**src/rtl/exe_div_pkg.sv**
```systemverilog
// Shared types for the EX-stage divide issue controller and its result buffer.
// Latency: none (types and constants only).
// Backpressure: not applicable.
package exe_div_pkg;

    // Controller states: waiting for an op, divider running, result held for MEM
    typedef enum logic [1:0] {
        IDLE = 2'b00,
        BUSY = 2'b01,
        DONE = 2'b10
    } div_state_t;

    // Bit positions inside the 2-bit op field
    localparam int OP_MOD = 0;  // 1 = return remainder, 0 = return quotient
    localparam int OP_UNS = 1;  // 1 = unsigned divide, 0 = signed divide

    // Quotient reported for a zero divisor (matches the divider's own answer)
    localparam logic [31:0] DIV_ZERO_Q = 32'hFFFF_FFFF;

endpackage

```
**src/rtl/exe_div_out_buf.sv**
```systemverilog
// Result hold register between EX and MEM: captures one bundle, presents it until MEM takes it.
// Latency: a bundle loaded at edge T is valid from T (registered), i.e. visible the cycle after load.
// Backpressure: holds valid and data while out_allowin=0; in_allowin = empty or draining this cycle.
module exe_div_out_buf #(
    parameter int W = 69
) (
    input  logic         clk,
    input  logic         reset,
    input  logic         flush,
    input  logic         load,
    input  logic [W-1:0] load_dat,
    output logic         in_allowin,
    output logic         out_valid,
    output logic [W-1:0] out_dat,
    input  logic         out_allowin
);

    logic         vld;
    logic [W-1:0] dat;

    // Valid tracking: flush discards, a load (re)fills, a MEM handshake empties
    always_ff @(posedge clk or posedge reset) begin
        if (reset) begin
            vld <= 1'b0;
        end else if (flush) begin
            vld <= 1'b0;
        end else if (load) begin
            vld <= 1'b1;
        end else if (out_allowin) begin
            vld <= 1'b0;
        end
    end

    // Data capture: only on a load that is not being flushed; otherwise hold
    always_ff @(posedge clk or posedge reset) begin
        if (reset) begin
            dat <= '0;
        end else if (load && !flush) begin
            dat <= load_dat;
        end
    end

    assign in_allowin = !vld || out_allowin;
    assign out_valid  = vld;
    assign out_dat    = dat;

endmodule

```
**src/rtl/exe_div_issue.sv**
```systemverilog
// EX-stage issue/hold controller for DIV.W/MOD.W/DIV.WU/MOD.WU between the ID->EX bundle and the divider.
// Latency: accept at T -> div_req from T+1; es_to_ms_valid the cycle after div_complete.
// Backpressure: result held while ms_allowin=0; es_allowin only in IDLE or DONE-and-draining; flush squashes.
// Optional feature: define DIV_ZERO_BYPASS_EN to answer zero-divisor ops without starting the divider.
module exe_div_issue
    import exe_div_pkg::*;
#(
    parameter int DATA_W = 32,
    parameter int PC_W   = 32,
    parameter int DEST_W = 5
) (
    input  logic              clk,
    input  logic              reset,
    input  logic              ds_to_es_valid,
    output logic              es_allowin,
    input  logic [1:0]        ds_op,
    input  logic [DATA_W-1:0] ds_src1,
    input  logic [DATA_W-1:0] ds_src2,
    input  logic [DEST_W-1:0] ds_dest,
    input  logic [PC_W-1:0]   ds_pc,
    input  logic              flush,
    output logic              div_req,
    output logic              div_signed,
    output logic [DATA_W-1:0] div_x,
    output logic [DATA_W-1:0] div_y,
    input  logic [DATA_W-1:0] div_s,
    input  logic [DATA_W-1:0] div_r,
    input  logic              div_complete,
    output logic              div_cancel,
    output logic              es_to_ms_valid,
    input  logic              ms_allowin,
    output logic [DATA_W-1:0] es_result,
    output logic [DEST_W-1:0] es_dest,
    output logic [PC_W-1:0]   es_pc
);

    typedef struct packed {
        logic [DATA_W-1:0] result;
        logic [DEST_W-1:0] dest;
        logic [PC_W-1:0]   pc;
    } es_bundle_t;

    div_state_t        state;
    div_state_t        state_nxt;

    logic [1:0]        op_q;
    logic [DATA_W-1:0] src1_q;
    logic [DATA_W-1:0] src2_q;
    logic [DEST_W-1:0] dest_q;
    logic [PC_W-1:0]   pc_q;

    logic              accept;
    logic              zero_bypass;
    logic              buf_load;
    logic              buf_allowin;
    es_bundle_t        buf_in;
    es_bundle_t        buf_out;

    // A flush in the same cycle blocks the handshake even though es_allowin may be high
    assign accept = ds_to_es_valid && es_allowin && !flush;

`ifdef DIV_ZERO_BYPASS_EN
    assign zero_bypass = accept && (ds_src2 == '0);
`else
    assign zero_bypass = 1'b0;
`endif

    // Only IDLE, or DONE while MEM is taking the held bundle, can take a new op
    assign es_allowin = (state != BUSY) && buf_allowin;

    // Operand latch: keeps the divider inputs stable for the whole divide
    always_ff @(posedge clk or posedge reset) begin
        if (reset) begin
            op_q   <= '0;
            src1_q <= '0;
            src2_q <= '0;
            dest_q <= '0;
            pc_q   <= '0;
        end else if (accept) begin
            op_q   <= ds_op;
            src1_q <= ds_src1;
            src2_q <= ds_src2;
            dest_q <= ds_dest;
            pc_q   <= ds_pc;
        end
    end

    // State register
    always_ff @(posedge clk or posedge reset) begin
        if (reset) begin
            state <= IDLE;
        end else begin
            state <= state_nxt;
        end
    end

    // Next state: flush beats everything, then a new accept, then completion/drain
    always_comb begin
        state_nxt = state;
        case (state)
            IDLE, DONE: begin
                if (flush) begin
                    state_nxt = IDLE;
                end else if (accept) begin
                    state_nxt = zero_bypass ? DONE : BUSY;
                end else if ((state == DONE) && ms_allowin) begin
                    state_nxt = IDLE;
                end
            end
            BUSY: begin
                if (flush) begin
                    state_nxt = IDLE;
                end else if (div_complete) begin
                    state_nxt = DONE;
                end
            end
            default: state_nxt = IDLE;
        endcase
    end

    // Bundle source: divider output selected by op, or the fixed zero-divisor answer on bypass
    always_comb begin
        buf_in.result = op_q[OP_MOD] ? div_r : div_s;
        buf_in.dest   = dest_q;
        buf_in.pc     = pc_q;
        if (zero_bypass) begin
            buf_in.result = ds_op[OP_MOD] ? ds_src1 : DATA_W'(DIV_ZERO_Q);
            buf_in.dest   = ds_dest;
            buf_in.pc     = ds_pc;
        end
    end

    // A completion that coincides with a flush is dropped rather than captured
    assign buf_load = ((state == BUSY) && div_complete && !flush) || zero_bypass;

    // div_req follows BUSY, so it is low for at least the DONE/IDLE cycle between ops
    assign div_req    = (state == BUSY);
    assign div_signed = !op_q[OP_UNS];
    assign div_x      = src1_q;
    assign div_y      = src2_q;
    // Cancel only a divide still running; a finished one needs no abort
    assign div_cancel = (state == BUSY) && flush && !div_complete;

    exe_div_out_buf #(
        .W ($bits(es_bundle_t))
    ) u_out_buf (
        .clk         (clk),
        .reset       (reset),
        .flush       (flush),
        .load        (buf_load),
        .load_dat    (buf_in),
        .in_allowin  (buf_allowin),
        .out_valid   (es_to_ms_valid),
        .out_dat     (buf_out),
        .out_allowin (ms_allowin)
    );

    assign es_result = buf_out.result;
    assign es_dest   = buf_out.dest;
    assign es_pc     = buf_out.pc;

endmodule
```
**config.mk**
```make
export PLATFORM = sky130hd
export DESIGN_NAME = exe_div_issue
export DESIGN_NICKNAME = d
export VERILOG_FILES = /design/src/rtl/exe_div_pkg.sv /design/src/rtl/exe_div_out_buf.sv /design/src/rtl/exe_div_issue.sv
export SDC_FILE = /design/constraint.sdc
export NUM_CORES = 1
export LEC_CHECK = 0
export CAP_MARGIN = 30
export CORE_MARGIN = 2
export CORE_UTILIZATION = 45
export DETAILED_ROUTE_END_ITERATION = 12
export GPL_ROUTABILITY_DRIVEN = 1
export PLACE_DENSITY = 0.84
export SETUP_SLACK_MARGIN = 0.15
export SYNTH_ARGS = -nofsm -noshare
export SYNTH_HDL_FRONTEND = slang
export SYNTH_HIERARCHICAL = 1
export SYNTH_SLANG_ARGS = --single-unit
```
**constraint.sdc**
```tcl
create_clock -name clk -period 7.7 [get_ports clk]
set_input_delay 1.155 -clock clk [delete_from_list [all_inputs] [get_ports clk]]
set_output_delay 1.155 -clock clk [all_outputs]
set_load 0.01 [all_outputs]
```
==> flow_metrics.py, run 1 <==
metrics = {
    "setup_path": {
        "critPathMaxFanout": 7,
        "critPathKind": "primary input to primary output",
        "crit_path_top_delay_cell": "clkdlybuf4s50_1",
        "required_ns": 6.55,
        "crit_path_max_incr_delay_ns": 0.63,
        "critical-path-top-delay-family": "buffers and inverters",
        "crit_path_cell_trace": "clkdlybuf4s50_1 > nor3b_1 > clkdlybuf4s50_1",
        "cp.arrival_ns": 2.59,
        "end_kind": "primary output",
        "critical_path_buf_inv_count": 2,
        "start_kind": "primary input",
        "crit_path_frequent_cell": "clkdlybuf4s50_1",
    },
    "floorplan": {
        "core-area_sq_um": 15900,
        "die_w_um": 131,
        "fp.dieH_um": 131,
        "initial_utilization_pct": 45.9,
        "num_io_pins": 311,
        "die_area_sq_um": 17300,
        "std_cell_rows": 46,
    },
    "route": {
        "dr_total_vias": 4661,
        "dr_wl_met3_um": 1390,
        "wl_per_cell_um": 18.4,
        "drc": 0,
        "dr.pass1.iters": 4,
        "wl_met1_um": 6640,
        "vias_per_cell": 4.84,
        "route.met2.wl_um": 9100,
        "highest_layer": "met4",
        "drtAntennaViolNets": 0,
        "wl_um": 17700,
        "drt_first_iter_violations": 120,
    },
    "logic_synthesis": {
        "post_synth.cell_area_avg_sq_um": 17.3,
        "synth_top_cell_by_area": "dfrtp_1",
        "synth_cell_types": 19,
        "netlist_instances": 421,
        "synth_seq_cells": 175,
        "synth.net_count": 594,
        "yosys_warnings": 6,
        "synth_top_area_share_pct": 60.0,
        "synth-seq-area-share_pct": 60.0,
        "ys_top_cells_by_area": "dfrtp_1 60%, mux2_2 19%, mux2_4 16%",
        "syn_area_sq_um": 7300,
    },
    "clock_tree": {
        "cts-root-buf": "clkbuf_16",
        "cts_buffers": 17,
        "cts.sinks": 175,
        "cts_hold_buffers": 0,
        "cts_resized": 0,
        "clk_path_buf_depth": 2,
        "cts_tree": "built",
        "postCtsSetupBuffers": 0,
        "h-tree-depth": 4,
        "clk_pin_slew_ns": 0.07,
        "clock_latency_ns": 0.43,
    },
    "power_and_ir_drop": {
        "p_leak_nw": 4.90,
        "power_density_nw_per_um2": 282,
        "ir_drop_mv": 0.227,
        "power_mw": 3.14,
    },
    "run_status": {
        "status": "finished, final reports clean",
    },
    "place": {
        "port_buffers": 310,
        "hpwl_um": 13000,
        "preCtsSetupSlack_ns": 3.90,
        "dpl_cell_area_sq_um": 10600,
        "dp_cells": 930,
        "routabilityCongestion": 0.806,
    },
    "cells_and_area": {
        "layout-drive-gt1-share_pct": 33.1,
        "layout_commonest_cell": "clkdlybuf4s50_1",
        "final_cell_area_sq_um": 11100,
        "nFillCells": 1060,
        "syn_to_final_growth_pct": 52.8,
        "final_cell_mix": "310 x clkdlybuf4s50_1, 175 x dfrtp_1, 124 x mux2_2",
        "instances_no_fill": 963,
        "final_nets": 906,
        "utilization_pct": 70.2,
    },
    "timing": {
        "fmax_mhz": 267,
        "fin_setup_tns_ns": 0,
        "tightest_slew_ns": 0.996,
        "setup_violations": 0,
        "layout_worst_path_cycle_share_pct": 48.6,
        "fin_worst_skew_ns": 0.00925,
        "max_slew_margin_pct": 33.6,
        "hold_viol_final": 0,
        "rsz0062_at_grt": "false",
        "layout_setup_ws_ns": 3.96,
        "fin_hold_ws_ns": 0.500,
        "drv_slew": 0,
        "post-route-min-period_ns": 3.74,
    },
    "global_routing": {
        "track_usage_pct": 21.0,
        "grt_pass1_vias": 5251,
        "grt.overflow.total": 0,
        "antenna_found_initial": 1,
        "grt_pass1_wl_um": 28400,
        "grt_max_degree": 70,
    },
    "min_path": {
        "worstHoldPathType": "flip-flop to flip-flop",
    },
    "run": {
        "maxCapViolations": 0,
    },
}
==> cell usage after synthesis <==
master    count
nor2b_4       1
nor2_1        1
nand2_1       2
or4bb_1       1
clkbuf_1      1
nand4b_4      1
buf_8         1
mux2_4       80
o22a_1        1
buf_2        11
nand2b_1      1
inv_1         5
and2_1        1
a21oi_1       2
buf_6        10
nand2b_2      1
mux2_2      124
dfrtp_1     175
nor3b_1       2
==> area by class of cell <==
cell class                 instances  area [sq um]  area share (%)
multi-input combinational        218          2710            24.3
timing repair buffer             316          3170            28.4
sequential                       175          4380            39.3
clock buffer                      17           425            3.82
tap                              216           270            2.42
inverter                           5          22.5           0.202
clock inverter                    15           166            1.49
antenna                            1          2.50          0.0224
==> cell families after synthesis <==
family | after synthesis | share of synthesized area, %
flops | 175 | 60.0
buf+inv | 28 | 2.81
compound gates | 3 | 0.257
mux | 204 | 35.6
simple gates | 11 | 1.32
==> routing by layer <==
metal  up-vias  track usage, %
li1       2116               -
met1      2284            23.1
met2       222            37.3
met3        39            6.87
met4         0            8.82
met5         -               0
==> power by group <==
group          internal (mW)  switching [mW]
clock network          0.437           0.400
registers               1.16           0.135
logic                  0.676           0.337
==> path summary, 6_finish.rpt <==
| path | startpoint | end | slack, ns | cells past startpoint |
|---|---|---|---|---|
| min in group asynchronous | reset | u_out_buf/out_dat[29] | 1.08 | 2 |
| worst min-delay path | pc_q[9] | pc_q[9] | 0.50 | 1 |
| worst min register to register | pc_q[9] | pc_q[9] | 0.50 | 1 |
| max in group asynchronous | reset | div_y[20] | 5.32 | 3 |
| worst max-delay path | flush | div_cancel | 3.96 | 3 |
| worst max register to register | state[1] | pc_q[10] | 5.20 | 5 |
==> sequential cells by signal (all words and copies together), names as in the netlist <==
register             flops
state                    2
div_x                   32
dest_q                   5
pc_q                    32
div_y                   32
u_out_buf/out_dat       69
u_out_buf/out_valid      1
op_q                     2
(Power assumes the default switching activity.)
==> run 2: changes to the inputs <==
- CORE_UTILIZATION: 45 -> 43
- PLACE_DENSITY: 0.84 -> 0.81
- clock period: 7.7 -> 3.9 ns (I/O delays scaled with it)
==> run 2 against run 1 <==
Net effect:
- critical path depth is the same
- sequential share of layout area shrank 0.35 points
- final cell count grew 0.62%
- sequential cell count is the same
- die area grew 4.5%
- clock power grew 100%
- critical path type unchanged
- clock skew shrank 0.0022 ns
- largest cell class unchanged
==> flow_metrics.py, run 2 (synthesis results as in run 1) <==
metrics = {
    "run_status": {
        "status": "finished, final reports clean",
    },
    "route": {
        "wl_per_cell_um": 17.7,
        "vias_per_cell": 4.76,
        "dr.pass1.iters": 4,
        "drc": 0,
        "drtAntennaViolNets": 0,
        "wl_um": 17100,
        "dr_total_vias": 4612,
        "drt_first_iter_violations": 120,
    },
    "floorplan": {
        "die_w_um": 134,
        "die_area_sq_um": 18000,
        "initial_utilization_pct": 44.0,
        "core-area_sq_um": 16600,
        "num_io_pins": 311,
        "fp.dieH_um": 134,
        "std_cell_rows": 47,
    },
    "setup_path": {
        "reg2reg_to": "u_out_buf/out_dat[12]",
        "critPathKind": "primary input to primary output",
        "r2r_cells": 5,
        "crit_path_max_incr_delay_ns": 0.63,
        "endpoint": "div_cancel",
        "required_ns": 3.31,
        "critical-path-top-delay-family": "buffers and inverters",
        "critPathMaxFanout": 7,
        "setup.worst_path.start": "flush",
        "r2r_start": "state[1]",
        "crit_path_top_delay_cell": "clkdlybuf4s50_1",
        "crit_path_frequent_cell": "clkdlybuf4s50_1",
        "critical_path_buf_inv_count": 2,
        "rrSetupSlack_ns": 1.83,
        "path_depth": 3,
        "end_kind": "primary output",
        "crit_path_cell_trace": "clkdlybuf4s50_1 > nor3b_1 > clkdlybuf4s50_1",
        "start_kind": "primary input",
        "cp.arrival_ns": 2.06,
    },
    "timing": {
        "fin_setup_tns_ns": 0,
        "drv_slew": 0,
        "layout_worst_path_cycle_share_pct": 67.9,
        "tightest_slew_ns": 0.649,
        "fin_worst_skew_ns": 0.00708,
        "post-route-min-period_ns": 2.65,
        "hold_viol_final": 0,
        "rsz0062_at_grt": "false",
        "setup_violations": 0,
        "layout_setup_ws_ns": 1.25,
        "fmax_mhz": 378,
        "max_slew_margin_pct": 56.7,
    },
    "cells_and_area": {
        "seqCellArea_sq_um": 4380,
        "largest_reg_flops": 69,
        "utilization_pct": 67.8,
        "layout_commonest_cell": "clkdlybuf4s50_1",
        "final_nets": 909,
        "final_cell_area_sq_um": 11200,
        "syn_to_final_growth_pct": 54.1,
        "layout-drive-gt1-share_pct": 33.4,
        "final_cell_mix": "310 x clkdlybuf4s50_1, 175 x dfrtp_1, 124 x mux2_2",
        "num_antenna_cells": 0,
        "nFillCells": 1136,
        "multi_input_area_sq_um": 2710,
        "instances_no_fill": 969,
    },
    "run": {
        "maxCapViolations": 0,
    },
    "power_and_ir_drop": {
        "ir_drop_mv": 0.274,
        "power_density_nw_per_um2": 558,
        "p_leak_nw": 4.94,
    },
    "global_routing": {
        "grt_max_degree": 70,
        "antenna_found_initial": 0,
        "track_usage_pct": 19.3,
        "grt_pass1_vias": 5067,
        "grt.overflow.total": 0,
        "grt_pass1_wl_um": 26800,
    },
    "clock_tree": {
        "cts_buffers": 17,
        "clk_path_buf_depth": 2,
        "cts.sinks": 175,
        "h-tree-depth": 4,
        "cts-root-buf": "clkbuf_16",
        "cts_hold_buffers": 0,
        "cts_tree": "built",
        "cts_resized": 0,
        "clk_pin_slew_ns": 0.06,
        "clock_latency_ns": 0.42,
        "postCtsSetupBuffers": 0,
    },
    "place": {
        "routabilityCongestion": 0.833,
        "port_buffers": 310,
        "hpwl_um": 12600,
        "preCtsSetupSlack_ns": 0.893,
        "dpl_cell_area_sq_um": 10600,
        "dp_cells": 936,
    },
    "min_path": {
        "hp-start": "pc_q[0]",
        "worstHoldPathType": "flip-flop to flip-flop",
    },
}
==> run 2: worst register-to-register path, cell delays in order (launching register included) <==
cell and delay, ns:
dfrtp_1 0.38, nand2b_2 0.25, nor3b_1 0.29, nor2b_4 0.22, buf_12 0.33, mux2_2 0.48
==> run 2: worst min-delay path by stage <==
| stage | end | slack (ns) | cells after the start |
|---|---|---|---|
| after floorplan | pc_q[10] | 0.47 | 1 |
| after global placement | pc_q[9] | 0.48 | 1 |
| after detailed placement | pc_q[3] | 0.49 | 1 |
| after CTS | pc_q[0] | 0.51 | 1 |
| after global routing | u_out_buf/out_dat[60] | 0.52 | 1 |
| final | pc_q[0] | 0.50 | 1 |
==> run 2: through the flow <==
step / total power [mW] / hold WS (ns)
6_report: 6.27 / 0.501
5_1_grt: 6.56 / 0.517
4_1_cts: 6.35 / 0.505
3_5_place_dp: 4.61 / 0.491
3_3_place_gp: 4.53 / 0.483
2_1_floorplan: 3.43 / 0.474
==> run 2: area by class of cell <==
class	instances	area share (%)
inverters	5	0.200
well taps	220	2.45
flip-flops and latches	175	38.9
clock inverters	13	1.36
repair buffers	319	28.9
clock buffers	19	4.03
multi-input cells	218	24.1
==> run 2: where the power goes <==
part | switching (mW) | internal, mW | leakage (nW)
Combinational | 0.657 | 1.35 | 2.54
Sequential | 0.270 | 2.29 | 2.11
Clock | 0.721 | 0.991 | 0.292
Total | 1.65 | 4.63 | 4.94
==> run 2: per-layer routing <==
metal  wire [um]  part of all wire (%)  GRT usage (%)
met3        1520                   8.9           6.65
met2        8810                    51           33.8
met5           0                     0              0
met1        6420                    38           21.6
met4         367                   2.1           7.08
